--- src/rtl/msdap_alu_sched_if.sv ---
// msdap_alu_sched_if: frame/ALU/result signal bundle for msdap_alu_sched
// master: drives start, frame, xl_In, xr_In, alu_done, alu_y; observes all outputs
// slave : the scheduler; drives alu_en, alu_ch, alu_sleep, yl_Out, yr_Out,
//         out_Valid, busy, overrun, timeout_err
interface msdap_alu_sched_if;
  logic        start, frame, alu_done;
  logic [15:0] xl_In, xr_In;
  logic [39:0] alu_y;
  logic        alu_en, alu_ch, alu_sleep, out_Valid, busy, overrun, timeout_err;
  logic [39:0] yl_Out, yr_Out;
  modport master (
    output start, frame, xl_In, xr_In, alu_done, alu_y,
    input  alu_en, alu_ch, alu_sleep, yl_Out, yr_Out, out_Valid, busy, overrun, timeout_err
  );
  modport slave (
    input  start, frame, xl_In, xr_In, alu_done, alu_y,
    output alu_en, alu_ch, alu_sleep, yl_Out, yr_Out, out_Valid, busy, overrun, timeout_err
  );
endinterface

--- src/rtl/msdap_alu_sched.sv ---
// msdap_alu_sched: per-frame left-then-right scheduler for the shared MSDAP convolution ALU
// Ports: sClk (clock), reset (async, active-low), bus (msdap_alu_sched_if.slave):
//   in : start (sync restart), frame, xl_In, xr_In, alu_done, alu_y
//   out: alu_en, alu_ch, alu_sleep, yl_Out, yr_Out, out_Valid, busy, overrun, timeout_err
// Optional: define MSDAP_SCHED_SLEEP_EN to build the zero-run counter and SLEEP state.
module msdap_alu_sched #(
  parameter int unsigned ZERO_LIMIT = 800,
  parameter int unsigned TIMEOUT    = 1023
) (
  input logic              sClk,
  input logic              reset,
  msdap_alu_sched_if.slave bus
);
  typedef enum logic [2:0] {
    IDLE,
    RUN_L,
    GAP,
`ifdef MSDAP_SCHED_SLEEP_EN
    RUN_R,
    SLEEP
`else
    RUN_R
`endif
  } state_t;
  state_t      state_q;
  logic [9:0]  timer_q;
  logic [39:0] hl_q, yl_q, yr_q;
  logic        alu_en_q, alu_ch_q, out_valid_q, busy_q, overrun_q, timeout_err_q;
  logic        tmo, fin;
  // timer_q counts cycles already spent in the channel, so this fires on the TIMEOUT-th cycle
  assign tmo = timer_q == 10'(TIMEOUT - 1);
  assign fin = bus.alu_done || tmo;
  assign bus.alu_en      = alu_en_q;
  assign bus.alu_ch      = alu_ch_q;
  assign bus.yl_Out      = yl_q;
  assign bus.yr_Out      = yr_q;
  assign bus.out_Valid   = out_valid_q;
  assign bus.busy        = busy_q;
  assign bus.overrun     = overrun_q;
  assign bus.timeout_err = timeout_err_q;
`ifdef MSDAP_SCHED_SLEEP_EN
  logic [9:0] zc_q, zc_d;
  logic       zero, pend_q, sleep_q;
  assign zero = bus.xl_In == '0 && bus.xr_In == '0;
  assign zc_d = !zero ? '0 : &zc_q ? zc_q : zc_q + 10'd1;
  assign bus.alu_sleep = sleep_q;
`else
  logic unused_samples;
  assign unused_samples = ^{bus.xl_In, bus.xr_In};
  assign bus.alu_sleep = 1'b0;
`endif
  always_ff @(posedge sClk or negedge reset)
    if (!reset) begin
      state_q       <= IDLE;
      timer_q       <= '0;
      hl_q          <= '0;
      yl_q          <= '0;
      yr_q          <= '0;
      alu_en_q      <= 1'b0;
      alu_ch_q      <= 1'b0;
      out_valid_q   <= 1'b0;
      busy_q        <= 1'b0;
      overrun_q     <= 1'b0;
      timeout_err_q <= 1'b0;
`ifdef MSDAP_SCHED_SLEEP_EN
      zc_q          <= '0;
      pend_q        <= 1'b0;
      sleep_q       <= 1'b0;
`endif
    end else if (bus.start) begin
      state_q       <= IDLE;
      timer_q       <= '0;
      hl_q          <= '0;
      yl_q          <= '0;
      yr_q          <= '0;
      alu_en_q      <= 1'b0;
      alu_ch_q      <= 1'b0;
      out_valid_q   <= 1'b0;
      busy_q        <= 1'b0;
      overrun_q     <= 1'b0;
      timeout_err_q <= 1'b0;
`ifdef MSDAP_SCHED_SLEEP_EN
      zc_q          <= '0;
      pend_q        <= 1'b0;
      sleep_q       <= 1'b0;
`endif
    end else begin
      out_valid_q <= 1'b0;
      if (bus.frame && busy_q) overrun_q <= 1'b1;
      case (state_q)
        IDLE: if (bus.frame) begin
          state_q  <= RUN_L;
          alu_en_q <= 1'b1;
          alu_ch_q <= 1'b0;
          busy_q   <= 1'b1;
          timer_q  <= '0;
`ifdef MSDAP_SCHED_SLEEP_EN
          zc_q     <= zc_d;
          if (zc_d >= 10'(ZERO_LIMIT)) pend_q <= 1'b1;
`endif
        end
        RUN_L: begin
          timer_q <= timer_q + 10'd1;
          if (fin) begin
            // alu_done beats a coincident timeout, so no error in that case
            hl_q     <= bus.alu_done ? bus.alu_y : '0;
            if (!bus.alu_done) timeout_err_q <= 1'b1;
            state_q  <= GAP;
            alu_en_q <= 1'b0;
            alu_ch_q <= 1'b1;
          end
        end
        // one low alu_en cycle clears the ALU accumulators before the right channel
        GAP: begin
          state_q  <= RUN_R;
          alu_en_q <= 1'b1;
          timer_q  <= '0;
        end
        RUN_R: begin
          timer_q <= timer_q + 10'd1;
          if (fin) begin
            yl_q        <= hl_q;
            yr_q        <= bus.alu_done ? bus.alu_y : '0;
            if (!bus.alu_done) timeout_err_q <= 1'b1;
            out_valid_q <= 1'b1;
            alu_en_q    <= 1'b0;
            alu_ch_q    <= 1'b0;
            busy_q      <= 1'b0;
`ifdef MSDAP_SCHED_SLEEP_EN
            state_q     <= pend_q ? SLEEP : IDLE;
            sleep_q     <= pend_q;
            pend_q      <= 1'b0;
`else
            state_q     <= IDLE;
`endif
          end
        end
`ifdef MSDAP_SCHED_SLEEP_EN
        SLEEP: if (bus.frame) begin
          if (zero) begin
            zc_q        <= zc_d;
            out_valid_q <= 1'b1;
            yl_q        <= '0;
            yr_q        <= '0;
          end else begin
            zc_q     <= '0;
            sleep_q  <= 1'b0;
            state_q  <= RUN_L;
            alu_en_q <= 1'b1;
            alu_ch_q <= 1'b0;
            busy_q   <= 1'b1;
            timer_q  <= '0;
          end
        end
`endif
        default: state_q <= IDLE;
      endcase
    end
endmodule

--- src/flat_wrapper.sv ---
// flat-port wrapper written by rule: the top's interface ports become plain ports
module msdap_alu_sched_flat 
#(
  parameter int unsigned ZERO_LIMIT = 800,
  parameter int unsigned TIMEOUT    = 1023
)
  (sClk, reset, bus_start, bus_frame, bus_xl_In, bus_xr_In, bus_alu_done, bus_alu_y, bus_alu_en, bus_alu_ch, bus_alu_sleep, bus_yl_Out, bus_yr_Out, bus_out_Valid, bus_busy, bus_overrun, bus_timeout_err);
  msdap_alu_sched_if bus_i ();
  input logic sClk;
  input logic reset;
  input wire logic [$bits(bus_i.start)-1:0] bus_start;
  input wire logic [$bits(bus_i.frame)-1:0] bus_frame;
  input wire logic [$bits(bus_i.xl_In)-1:0] bus_xl_In;
  input wire logic [$bits(bus_i.xr_In)-1:0] bus_xr_In;
  input wire logic [$bits(bus_i.alu_done)-1:0] bus_alu_done;
  input wire logic [$bits(bus_i.alu_y)-1:0] bus_alu_y;
  output wire logic [$bits(bus_i.alu_en)-1:0] bus_alu_en;
  output wire logic [$bits(bus_i.alu_ch)-1:0] bus_alu_ch;
  output wire logic [$bits(bus_i.alu_sleep)-1:0] bus_alu_sleep;
  output wire logic [$bits(bus_i.yl_Out)-1:0] bus_yl_Out;
  output wire logic [$bits(bus_i.yr_Out)-1:0] bus_yr_Out;
  output wire logic [$bits(bus_i.out_Valid)-1:0] bus_out_Valid;
  output wire logic [$bits(bus_i.busy)-1:0] bus_busy;
  output wire logic [$bits(bus_i.overrun)-1:0] bus_overrun;
  output wire logic [$bits(bus_i.timeout_err)-1:0] bus_timeout_err;
  assign bus_i.start = bus_start;
  assign bus_i.frame = bus_frame;
  assign bus_i.xl_In = bus_xl_In;
  assign bus_i.xr_In = bus_xr_In;
  assign bus_i.alu_done = bus_alu_done;
  assign bus_i.alu_y = bus_alu_y;
  assign bus_alu_en = bus_i.alu_en;
  assign bus_alu_ch = bus_i.alu_ch;
  assign bus_alu_sleep = bus_i.alu_sleep;
  assign bus_yl_Out = bus_i.yl_Out;
  assign bus_yr_Out = bus_i.yr_Out;
  assign bus_out_Valid = bus_i.out_Valid;
  assign bus_busy = bus_i.busy;
  assign bus_overrun = bus_i.overrun;
  assign bus_timeout_err = bus_i.timeout_err;
  msdap_alu_sched #(.ZERO_LIMIT(ZERO_LIMIT), .TIMEOUT(TIMEOUT)) u_core (.sClk(sClk), .reset(reset), .bus(bus_i));
endmodule
--- config.mk ---
export PLATFORM = sky130hd
export DESIGN_NAME = msdap_alu_sched_flat
export DESIGN_NICKNAME = d
export VERILOG_FILES = /design/src/rtl/msdap_alu_sched_if.sv /design/src/rtl/msdap_alu_sched.sv /design/src/flat_wrapper.sv
export SDC_FILE = /design/constraint.sdc
export NUM_CORES = 1
export LEC_CHECK = 0
export ABC_AREA = 1
export CORE_MARGIN = 8
export CORE_UTILIZATION = 40
export CTS_BUF_LIST = sky130_fd_sc_hd__clkbuf_16
export DETAILED_ROUTE_END_ITERATION = 8
export GPL_TIMING_DRIVEN = 0
export PLACE_DENSITY_LB_ADDON = 0.12
export SYNTH_ARGS = -nofsm -noshare
export SYNTH_HDL_FRONTEND = slang
export SYNTH_SLANG_ARGS = --single-unit
export TNS_END_PERCENT = 50
--- constraint.sdc ---
create_clock -name sClk -period 4.9 [get_ports sClk]
set_input_delay 0.98 -clock sClk [delete_from_list [all_inputs] [get_ports sClk]]
set_output_delay 0.98 -clock sClk [all_outputs]
set_load 0.005 [all_outputs]
==> flow_summary.yaml <==
run_status:
  status: "finished clean"
cts:
  cts_tree: "yes"
  ctsRootBufferMaster: "clkbuf_16"
  hold_buffers: 0
  clock_path_buffers: 2
  clk_pin_slew_ns: 0.06
  numCtsBuffers: 17
  cts_resized: 0
  post_cts_buffers: 0
  clk_latency_ns: 0.42
  htreeDepth: 4
  clock_sinks: 138
floorplanning:
  die-width_um: 139
  die-area_sq_um: 19300
  placementRows: 45
  core_sq_um: 15000
  initial_utilization: 0.403
  die_h_um: 139
  ios: 164
worst_setup_path:
  end_kind: "output port"
  critPathLaunchType: "register"
  cp.depth: 1
  crit_chain: "clkdlybuf4s50_1"
  critPathKind: "register to output port"
  reg2reg_depth: 7
  cp_top_family: "buffers and inverters"
  cp.arrival_ns: 1.34
  cp_slowest_cell: "clkdlybuf4s50_1"
  path_max_fanout: 2
  slowest_delay_ns: 0.59
  worstPathBufferInverterCount: 1
  cp.required_ns: 3.92
sta:
  drv_slew: 0
  max_freq_mhz: 430
  fin_crit_sh: 0.474
  fin_ws_ns: 2.58
  maxSlewHeadroom: 0.562
  worst_pin_slew_ns: 0.656
  fin_skew_ns: 0.00763
  fin_crit_ns: 2.32
  rsz0062_at_grt: "no"
  setup_viol: 0
  finalHoldViolCount: 0
pwr:
  ir_drop_mv: 0.242
  p_leak_nw: 4.13
  power_density_nw_per_um2: 394
  total_power_w: 0.00322
route:
  drtAntennaViolNets: 0
  vias: 5280
  drt-total-wl_mm: 16.8
  drcViolationCount: 0
  drt_iter0_drc: 349
  wl_per_cell_um: 16.3
  drt_first_pass_iters: 5
  vias_per_cell: 5.11
global_routing:
  track_usage: 0.178
  antenna_found_initial: 0
  grt_pass1_vias: 5300
  grt_pass1_wl_mm: 27.7
  gr-total-overflow: 0
  grt_max_degree: 85
worst_hold_path:
  hold_path.class: "register to register"
  min_path_cells: 2
final_layout:
  layout_common_cells: "nand2_1, dfrtp_1, clkdlybuf4s50_1, nand4_1, nand3_1"
  diodes: 0
  final_cells: 1034
  final_common_cell: "nand2_1"
  final_layout_size_suffix_gt1_frac: 0.0780
  nets: 916
  multiInputGateArea_sq_um: 2190
  n_fill_cell: 1390
  synthToLayoutAreaGrowth_pct: 35.4
  seqCellArea_sq_um: 3450
yosys:
  seq_area_frac_synth: 0.572
  avgSynthCellArea_sq_um: 8.83
  yosysWarningCount: 0
  synth_cell_type_count: 25
  synth_area_sq_um: 6040
  syn_inst: 684
  syn_nets: 767
  yosys_register_bits: 138
placement:
  dp_hpwl_mm: 12.2
  io_buffers: 129
  place_ws_ns: 2.17
  gp_congestion: 0.793
  placed_cells: 1002
run:
  maxCapViolCount: 0
-- state kept, by name, summed over array words and instances (netlist names) --
signal and flops:
u_core.hl_q 40, u_core.bus.overrun 1, u_core.bus.yr_Out 40, u_core.bus.yl_Out 40, u_core.state_q 2, u_core.bus.out_Valid 1, u_core.timer_q 10, u_core.bus.alu_en 1
u_core.bus.timeout_err 1, u_core.bus.alu_ch 1, u_core.bus.busy 1
-- layer usage --
| metal | part of all wire | global-route usage | vias to the layer above |
|---|---|---|---|
| met3 | 0.067 | 0.0599 | 18 |
| met2 | 0.46 | 0.276 | 137 |
| met4 | 0.014 | 0.0583 | 0 |
| li1 | - | - | 2551 |
| met1 | 0.46 | 0.230 | 2574 |
| met5 | 0 | 0 | - |
-- worst register-to-register path: stages, from the launching register on --
cell	delay [ns]
dfrtp_1	0.45
ha_1	0.17
buf_2	0.19
inv_1	0.06
nor2_1	0.36
clkbuf_1	0.43
nand3_1	0.18
nand2_1	0.10
-- cell families after synthesis --
logic type | Yosys count | synth area share
AO/OA/AOI/OAI | 16 | 0.0149
adder cells (fa/ha/maj) | 6 | 0.0124
buffers and inverters | 72 | 0.0653
flip-flops | 138 | 0.572
other | 1 | 0.000621
AND/OR/NAND/NOR | 451 | 0.335
-- path summary, 6_finish.rpt --
check	start	to	slack, ns
max in group asynchronous	reset	u_core.bus.timeout_err$_DFFE_PN0P_	3.56
setup / recovery	u_core.bus.yl_Out[22]$_DFFE_PN0P_	bus_yl_Out[22]	2.58
setup reg to reg	u_core.state_q[0]$_DFFE_PN0P_	u_core.bus.yl_Out[20]$_DFFE_PN0P_	2.90
hold reg to reg	u_core.bus.yr_Out[4]$_DFFE_PN0P_	u_core.bus.yr_Out[4]$_DFFE_PN0P_	0.47
hold / removal	u_core.bus.yr_Out[4]$_DFFE_PN0P_	u_core.bus.yr_Out[4]$_DFFE_PN0P_	0.47
min in group asynchronous	reset	u_core.bus.overrun$_DFFE_PN0P_	0.53
-- area by class of cell --
class | instances | share of cell area
clock inverter | 15 | 0.0194
clock buffer | 17 | 0.0520
tap | 188 | 0.0288
sequential | 138 | 0.422
buffer | 51 | 0.0385
inverter | 21 | 0.00964
multi-input combinational | 474 | 0.268
timing repair buffer | 130 | 0.161
-- Yosys cell counts --
cell / number / share of area
nand3_4: 1 / 0.0029
nand3_1: 53 / 0.044
nand2_4: 1 / 0.0019
o21ai_0: 7 / 0.0058
a21boi_0: 1 / 0.0012
nor2_1: 28 / 0.017
clkbuf_1: 25 / 0.016
nor2_4: 2 / 0.0037
inv_1: 21 / 0.013
conb_1: 1 / 0.00062
ha_1: 6 / 0.012
o31ai_1: 1 / 0.0012
a22oi_1: 1 / 0.0012
nand2_1: 277 / 0.17
dfrtp_1: 138 / 0.57
a21oi_1: 5 / 0.0041
buf_6: 13 / 0.024
buf_2: 9 / 0.0075
nand3b_1: 2 / 0.0025
nand4_1: 81 / 0.084
buf_4: 4 / 0.0050
nand3_2: 1 / 0.0017
o21bai_1: 1 / 0.0012
nor3_1: 1 / 0.00083
nand2_2: 4 / 0.0041
-- per-stage QoR --
step | TNS, ns | hold WS [ns] | util | cell area (sq um)
2_1_floorplan | 0 | 0.443 | - | 6040
3_3_place_gp | -355.39 | 0.453 | 0.505 | 7570
3_5_place_dp | 0 | 0.458 | 0.507 | 7590
4_1_cts | 0 | 0.473 | 0.546 | 8180
5_1_grt | 0 | 0.486 | 0.546 | 8180
6_report | 0 | 0.468 | 0.546 | 8180
-- where the power goes --
part | total (W) | internal [W] | switching [W] | leakage [nW]
Sequential | 0.00132 | 0.00125 | 0.0000728 | 1.91
Combinational | 0.000624 | 0.000250 | 0.000375 | 1.93
Clock | 0.00127 | 0.000790 | 0.000483 | 0.288
(Power assumes the default switching activity.)
